File: src/rtl/tjmono_ab_readout_scheduler.sv
// Two-sided (A/B) TJ-Monopix style matrix readout scheduler.
// Arbitrates between the A and B token requests, sequences the FREEZE/READ
// handshake of the granted side, strobes SAMPLE on the last READ-low cycle
// and keeps a saturating count of SAMPLE pulses.
module tjmono_ab_readout_scheduler #(
    parameter int unsigned FREEZE_SETUP = 2,
    parameter int unsigned READ_HIGH    = 2,
    parameter int unsigned READ_LOW     = 2,
    parameter int unsigned FREEZE_HOLD  = 3,
    parameter int unsigned MAX_READS    = 64
) (
    input  logic        CLK,
    input  logic        RST_N,
    input  logic        EN_A,
    input  logic        EN_B,
    input  logic        TOK_A,
    input  logic        TOK_B,
    input  logic        STALL,
    input  logic        CLR_CNT,
    output logic        FREEZE_A,
    output logic        FREEZE_B,
    output logic        READ_A,
    output logic        READ_B,
    output logic        SEL_B,
    output logic        SAMPLE,
    output logic        BUSY,
    output logic [15:0] READ_CNT
);

    localparam int unsigned TMAX_0 = (FREEZE_SETUP > READ_HIGH) ? FREEZE_SETUP : READ_HIGH;
    localparam int unsigned TMAX_1 = (READ_LOW > FREEZE_HOLD) ? READ_LOW : FREEZE_HOLD;
    localparam int unsigned TMAX   = (TMAX_0 > TMAX_1) ? TMAX_0 : TMAX_1;
    localparam int unsigned CW     = (TMAX > 1) ? $clog2(TMAX) : 1;
    localparam int unsigned RW     = $clog2(MAX_READS + 1);

    localparam logic [CW-1:0] SETUP_LAST = CW'(FREEZE_SETUP - 1);
    localparam logic [CW-1:0] HIGH_LAST  = CW'(READ_HIGH - 1);
    localparam logic [CW-1:0] LOW_LAST   = CW'(READ_LOW - 1);
    localparam logic [CW-1:0] HOLD_LAST  = CW'(FREEZE_HOLD - 1);
    localparam logic [RW-1:0] READS_MAX  = RW'(MAX_READS);

    typedef enum logic [2:0] {
        IDLE,
        FRZ_SETUP,
        RD_HIGH,
        RD_LOW,
        FRZ_HOLD
    } state_t;

    state_t        state_q, state_d;
    logic [CW-1:0] tcnt_q, tcnt_d;
    logic [RW-1:0] reads_q, reads_d;
    logic [RW-1:0] reads_now;
    logic          side_q, side_d;      // granted side, 1 = B
    logic          last_b_q, last_b_d;  // side served by the previous grant
    logic          wait_q, wait_d;      // parked in RD_LOW after SAMPLE, waiting on STALL
    logic          rdy_q;               // one-cycle hold-off after reset release
    logic          req_a, req_b, req_g, grant_b;
    logic          sample_d;
    logic [15:0]   cnt_q, cnt_d;

    // State, phase timer, per-grant read count and arbitration bookkeeping
    always_ff @(posedge CLK or negedge RST_N) begin
        if (!RST_N) begin
            state_q  <= IDLE;
            tcnt_q   <= '0;
            reads_q  <= '0;
            side_q   <= 1'b0;
            last_b_q <= 1'b1;
            wait_q   <= 1'b0;
            rdy_q    <= 1'b0;
        end else begin
            state_q  <= state_d;
            tcnt_q   <= tcnt_d;
            reads_q  <= reads_d;
            side_q   <= side_d;
            last_b_q <= last_b_d;
            wait_q   <= wait_d;
            rdy_q    <= 1'b1;
        end
    end

    // Next-state logic: arbitration, phase timing and read-loop exit decisions
    always_comb begin
        state_d   = state_q;
        tcnt_d    = tcnt_q;
        reads_d   = reads_q;
        side_d    = side_q;
        last_b_d  = last_b_q;
        wait_d    = wait_q;
        grant_b   = side_q;
        reads_now = reads_q;
        req_a     = TOK_A & EN_A;
        req_b     = TOK_B & EN_B;
        req_g     = side_q ? req_b : req_a;
        case (state_q)
            IDLE: begin
                tcnt_d  = '0;
                reads_d = '0;
                wait_d  = 1'b0;
                if (rdy_q && (req_a || req_b)) begin
                    grant_b  = (req_a && req_b) ? ~last_b_q : req_b;
                    side_d   = grant_b;
                    last_b_d = grant_b;
                    state_d  = FRZ_SETUP;
                end
            end
            FRZ_SETUP: begin
                if (tcnt_q != SETUP_LAST) begin
                    tcnt_d = tcnt_q + 1'b1;
                end else if (!req_g) begin
                    state_d = FRZ_HOLD;
                    tcnt_d  = '0;
                end else if (!STALL) begin
                    state_d = RD_HIGH;
                    tcnt_d  = '0;
                end
            end
            RD_HIGH: begin
                if (tcnt_q != HIGH_LAST) begin
                    tcnt_d = tcnt_q + 1'b1;
                end else begin
                    state_d = RD_LOW;
                    tcnt_d  = '0;
                end
            end
            RD_LOW: begin
                if (!wait_q && (tcnt_q != LOW_LAST)) begin
                    tcnt_d = tcnt_q + 1'b1;
                end else begin
                    // The SAMPLE cycle itself still has to count its own read.
                    reads_now = wait_q ? reads_q : reads_q + 1'b1;
                    reads_d   = reads_now;
                    if (req_g && !STALL && (reads_now < READS_MAX)) begin
                        state_d = RD_HIGH;
                        tcnt_d  = '0;
                        wait_d  = 1'b0;
                    end else if (STALL) begin
                        wait_d = 1'b1;
                    end else begin
                        state_d = FRZ_HOLD;
                        tcnt_d  = '0;
                        wait_d  = 1'b0;
                    end
                end
            end
            FRZ_HOLD: begin
                if (tcnt_q != HOLD_LAST) begin
                    tcnt_d = tcnt_q + 1'b1;
                end else begin
                    state_d = IDLE;
                    tcnt_d  = '0;
                    reads_d = '0;
                end
            end
            default: state_d = IDLE;
        endcase
        sample_d = (state_d == RD_LOW) && (tcnt_d == LOW_LAST) && !wait_d;
    end

    // Registered matrix controls, decoded from the next state so they line up with the state
    always_ff @(posedge CLK or negedge RST_N) begin
        if (!RST_N) begin
            FREEZE_A <= 1'b0;
            FREEZE_B <= 1'b0;
            READ_A   <= 1'b0;
            READ_B   <= 1'b0;
            SEL_B    <= 1'b0;
            SAMPLE   <= 1'b0;
            BUSY     <= 1'b0;
        end else begin
            FREEZE_A <= (state_d != IDLE) && !side_d;
            FREEZE_B <= (state_d != IDLE) && side_d;
            READ_A   <= (state_d == RD_HIGH) && !side_d;
            READ_B   <= (state_d == RD_HIGH) && side_d;
            SEL_B    <= side_d;
            SAMPLE   <= sample_d;
            BUSY     <= (state_d != IDLE);
        end
    end

    // Saturating SAMPLE counter; a clear wins over a coincident SAMPLE
    always_comb begin
        cnt_d = cnt_q;
        if (CLR_CNT) begin
            cnt_d = '0;
        end else if (SAMPLE && (cnt_q != '1)) begin
            cnt_d = cnt_q + 1'b1;
        end
    end

    // READ_CNT register
    always_ff @(posedge CLK or negedge RST_N) begin
        if (!RST_N) begin
            cnt_q <= '0;
        end else begin
            cnt_q <= cnt_d;
        end
    end

    assign READ_CNT = cnt_q;

endmodule

File: config.mk
export PLATFORM = sky130hd
export DESIGN_NAME = tjmono_ab_readout_scheduler
export DESIGN_NICKNAME = d
export VERILOG_FILES = /design/src/rtl/tjmono_ab_readout_scheduler.sv
export SDC_FILE = /design/constraint.sdc
export NUM_CORES = 1
export LEC_CHECK = 0
export CAP_MARGIN = 0
export CORE_UTILIZATION = 36
export DETAILED_ROUTE_END_ITERATION = 10
export GPL_ROUTABILITY_DRIVEN = 1
export PLACE_DENSITY_LB_ADDON = 0.25
export SETUP_SLACK_MARGIN = 0.3
export SYNTH_ARGS = -nofsm -noshare
export SYNTH_HDL_FRONTEND = slang
export SYNTH_SLANG_ARGS = --single-unit
export TNS_END_PERCENT = 5
File: constraint.sdc
create_clock -name CLK -period 2.61 [get_ports CLK]
set_clock_uncertainty 0.2 [all_clocks]
set_input_delay 0.522 -clock CLK [delete_from_list [all_inputs] [get_ports CLK]]
set_output_delay 0.522 -clock CLK [all_outputs]
set_load 0.02 [all_outputs]
### After elaboration in Yosys (flattened, before gate mapping)

Cells that the tools add are included.

* add/subtract/negate cells: 3
* magnitude comparators: 1
* equal/unequal tests: 12
* multiplexer cells: 32
* bitwise operators: 3
* reductions and logical operators: 23

Operators with widths (count)
* $mux W16: 2
* $mux W3: 9
* $mux W7: 3
* $pmux W7 S3: 1
* $add A16 B1 Y16 const B: 1
* $ne A16 B16 Y1 const B: 1
* $pmux W3 S5: 1
* $mux W2: 7
* $eq A3 B2 Y1 const B: 4
* $logic_and A1 B1 Y1: 12
* $pmux W2 S5: 1
* $add A7 B1 Y7 const B: 1
* $lt A7 B7 Y1 const B: 1
* $mux W1: 7
* $ne A2 B2 Y1 const B: 3
* $reduce_bool A3 Y1: 2
* $logic_not A1 Y1: 4
* $eq A3 B1 Y1 const B: 1
* $eq A3 B3 Y1 const B: 1
* $logic_not A3 Y1: 1
* $reduce_and A3 Y1: 1
* $add A2 B1 Y2 const B: 1
* $and A1 B1 Y1: 2
* $eq A2 B1 Y1 const B: 1
* 6 further kinds: 6

* register bits after elaboration: 38
* input port bits: 8
* output and inout bits: 23
* word-level logic and storage cells: 88

### Logic depth before layout (Yosys ltp)

* depth in word-level cells: 10
* gate-level depth with buffers: 8
* depth with buffers taken out: 8

### Worst setup path before layout

OpenSTA, ideal clock, no wires.

* path type: reg-to-reg
* start: register tcnt_q[1]
* end: register FREEZE_A
* setup time: 0.082 ns
* data arrival time: 1.705 ns
* required time: 2.328 ns
* path slack: 0.624 ns
* stages on the path, launching flop included: 8
* path buffers: 0
* clock period less this slack: 1.986 ns
* cell sequence: dfrtp_1 inv_1 ha_1 o21ai_2 or4_4 o211ai_2 o21ba_2 a31oi_1

* cells in the longest elaborated chain, start to end: 6
* elaborated cells between the ends (all ways): 10
* those cells by class: eq/ne: 2; mux: 5; reduce/logical: 3

RTL lines
* from (decl): line 51 `logic [CW-1:0] tcnt_q, tcnt_d;`
* from (signal assigned): line 74 `tcnt_q <= tcnt_d;`
* $ne A2 B1 Y1: line 109, 120, 128
* $logic_and A1 B1 Y1: line 128 `if (!wait_q && (tcnt_q != LOW_LAST)) begin`
* $mux W3: line 128
* $pmux W3 S5 *: line 96 `case (state_q)`
* $reduce_bool A3 Y1 *: line 172 `FREEZE_A <= (state_d != IDLE) && !side_d;`
* $logic_and A1 B1 Y1 *: line 172
* to (signal assigned): line 172
* to (decl): line 20 `output logic FREEZE_A,`

Mark *: on every way between the ends. The rest lies on a longest branch, timed or not.
A chain may end at the register's enable or synchronous reset.

### Final worst setup path

Same ends and word-level chain as after synthesis.

==> flow_metrics.py <==
metrics = {
    "run_status": {
        "status": "complete, no violations",
    },
    "synth": {
        "synth_cells": 222,
        "synth_top_area_share": 0.436,
        "synth_fp_nets": 237,
        "postSynth.asyncResetShare": 1.00,
        "synth-seq-area-share": 0.448,
        "yosysMostFrequentCell": "dfrtp_1",
        "synthFlopType": "dfrtp_1",
        "synth_area_um2": 2130,
        "synth.distinct_cells": 56,
        "ys_seq_elements": 38,
        "yosys_warnings": 0,
        "postSynthAreaPerCell_um2": 9.58,
        "synth_common_cells": "37 x dfrtp_1, 28 x nor2_1, 21 x nand2_1",
        "synth_area_leaders": "dfrtp_1 44%, nor2_1 4.9%, ha_1 4.1%",
        "synth_edf_count": 0,
        "synth_largest_area_cell": "dfrtp_1",
    },
    "route": {
        "routed_wl_um": 4560,
        "num_vias": 1766,
        "met1_length_um": 2280,
        "wl_met3_um": 258,
        "postRouteAntennaNets": 0,
        "drt-wirelength-per-cell_um": 13.9,
        "highest_layer": "met4",
        "wl_met2_um": 1980,
        "viasPerCell": 5.40,
        "drt_pass1_iterations": 4,
        "drc": 0,
        "drtIter0Drc": 108,
    },
    "critical_path": {
        "reg2reg_depth": 7,
        "crit_required_ns": 2.62,
        "critPathMaxFanout": 7,
        "critPathKind": "register to register",
        "crit_path_start_kind": "register",
        "r2r_setup_slack_ns": 0.41,
        "cp-end-kind": "register",
        "cp_data_arrival_time_ns": 2.21,
    },
    "floorplan": {
        "fp.dieW_um": 78.8,
        "start_util": 0.379,
        "rows": 27,
        "core-area_um2": 5610,
        "io_pins": 31,
        "chipHeight_um": 78.8,
        "dieArea_um2": 6220,
    },
    "final_layout": {
        "diodes": 0,
        "nFillCells": 561,
        "drive_gt1_frac": 0.0902,
        "synthToLayoutAreaGrowth_pct": 21.2,
        "fin_nets": 269,
        "finalCoreUtilization": 0.460,
    },
    "power_and_ir_drop": {
        "power_leakage_uw": 0.00106,
        "ir_drop_uv": 638,
        "power.density_nw_per_um2": 728,
    },
    "sta": {
        "relSlewSlack": 0.438,
        "fin_crit_sh": 0.842,
        "finalSetupViolations": 0,
        "worst_slack_ns": 0.411,
        "max_freq_ghz": 0.455,
        "setup_tns_ns": 0,
        "worstMarginPinSlew_ns": 0.843,
        "fin_hold_ws_ns": 0.130,
        "drv_slew": 0,
        "fin_crit_ns": 2.20,
        "rsz0062_at_grt": "true",
        "hold_viol": 0,
    },
    "place": {
        "hpwl_um": 3200,
        "io_buffer_count": 30,
        "dpl_worst_slack_ns": 0.198,
        "gp_congestion": 0.891,
    },
    "cts": {
        "htreeDepth": 2,
        "clk_latency_ns": 0.29,
        "clkTransAtPathRegs_ns": 0.08,
        "cts_buffers": 5,
        "postCtsSetupRepairBufs": 0,
        "cts_tree": "yes",
        "cts_root_buffer": "clkbuf_8",
        "cts.sink_count": 38,
        "clockBufferDepth": 2,
    },
    "grt": {
        "grt_pass1_wl_um": 7600,
        "grt_pass1_vias": 1556,
        "grt_max_degree": 39,
        "track_usage": 0.157,
        "grt_overflow": 0,
        "antenna_found_initial": 0,
    },
    "flow_run": {
        "cap_violations": 0,
    },
    "worst_hold_path": {
        "min_path_type": "input port to async pin",
    },
}
==> cell usage in the layout (no fill, tap or decap), types with 2 or more instances in the layout <==
cell	count
nand2b_1	2
a211oi_1	2
nand3_1	9
nor2b_1	2
buf_4	2
nor2_1	28
nand2_1	21
o21ai_0	10
xor2_1	9
and4_1	2
clkbuf_8	6
ha_1	7
o2111ai_1	2
xnor2_1	9
nor4_1	3
a21oi_1	3
clkdlybuf4s50_1	29
inv_1	10
dfrtp_1	37
mux2i_1	4
nor3_1	6
nand4_1	7
and3_1	4
a31oi_1	8
==> where the power goes <==
part	switching [uW]	internal (uW)	leakage (uW)
clock network	208	213	0.0000482
logic	395	283	0.000500
registers	106	671	0.000513
total	709	1170	0.00106
==> kinds of logic (layout without fill, tap and decap cells) <==
| kind of cell | Yosys count | count (layout) | synth area share |
|---|---|---|---|
| adders and majority gates | 7 | 7 | 0.0412 |
| buffers and inverters | 18 | 51 | 0.0383 |
| DFF | 38 | 38 | 0.448 |
| AOI/OAI and AO/OA | 41 | 41 | 0.137 |
| xor gates and xnor gates | 18 | 18 | 0.0742 |
| other | 1 | 1 | 0.00176 |
| and+or+nand+nor | 95 | 95 | 0.241 |
| muxes | 4 | 4 | 0.0188 |
==> state kept, by name, summed over array words and instances, names as in the netlist <==
| signal | cells |
|---|---|
| BUSY | 1 |
| FREEZE_A | 1 |
| FREEZE_B | 1 |
| READ_A | 1 |
| READ_B | 1 |
| READ_CNT | 16 |
| SAMPLE | 1 |
| SEL_B | 1 |
| last_b_q | 1 |
| rdy_q | 1 |
| reads_q | 7 |
| state_q | 3 |
| tcnt_q | 2 |
| wait_q | 1 |
==> layout make-up <==
cell class | instances | area (um2) | share of cell area
clock buffers | 7 | 86.3 | 0.0335
inverters | 11 | 41.3 | 0.0160
repair buffers | 32 | 310 | 0.120
flip-flops and latches | 38 | 952 | 0.369
clock inverters | 1 | 5.00 | 0.00194
well taps | 72 | 90.1 | 0.0350
multi-input cells | 166 | 1090 | 0.424
==> through the flow <==
stage	cell area [um2]	power (uW)	std cells
3_5_place_dp	2490	1460	319
6_report	2580	1880	327
4_1_cts	2580	1890	327
3_3_place_gp	2490	1460	319
2_1_floorplan	2130	1260	222
5_1_grt	2580	2000	327
==> worst paths after layout <==
path                                      endpoint                   start
setup / recovery                FREEZE_A$_DFF_PN0_     tcnt_q[1]$_DFF_PN0_
hold / removal             READ_CNT[8]$_DFFE_PN0P_                   RST_N
setup reg to reg                FREEZE_A$_DFF_PN0_     tcnt_q[1]$_DFF_PN0_
hold reg to reg             reads_q[0]$_DFFE_PN0P_  reads_q[0]$_DFFE_PN0P_
max in group asynchronous       FREEZE_A$_DFF_PN0_                   RST_N
min in group CLK            reads_q[0]$_DFFE_PN0P_  reads_q[0]$_DFFE_PN0P_
==> routing by layer <==
layer | up-vias | track usage
met2 | 51 | 0.229
met5 | - | 0
li1 | 855 | -
met1 | 856 | 0.222
met3 | 4 | 0.0414
met4 | 0 | 0.0564
==> critical path, stage by stage, from the launching register on <==
cell,delay (ns)
dfrtp_1,0.42
inv_1,0.13
ha_1,0.32
o21ai_2,0.12
or4_4,0.45
o211ai_2,0.14
o21ba_2,0.20
a31oi_1,0.16
==> timing repair <==
item	CTS	global route
hold buffers	0	0
setup endpoints to repair	0	6
gates resized for setup	0	0
Power figures use the tool's default switching activity.
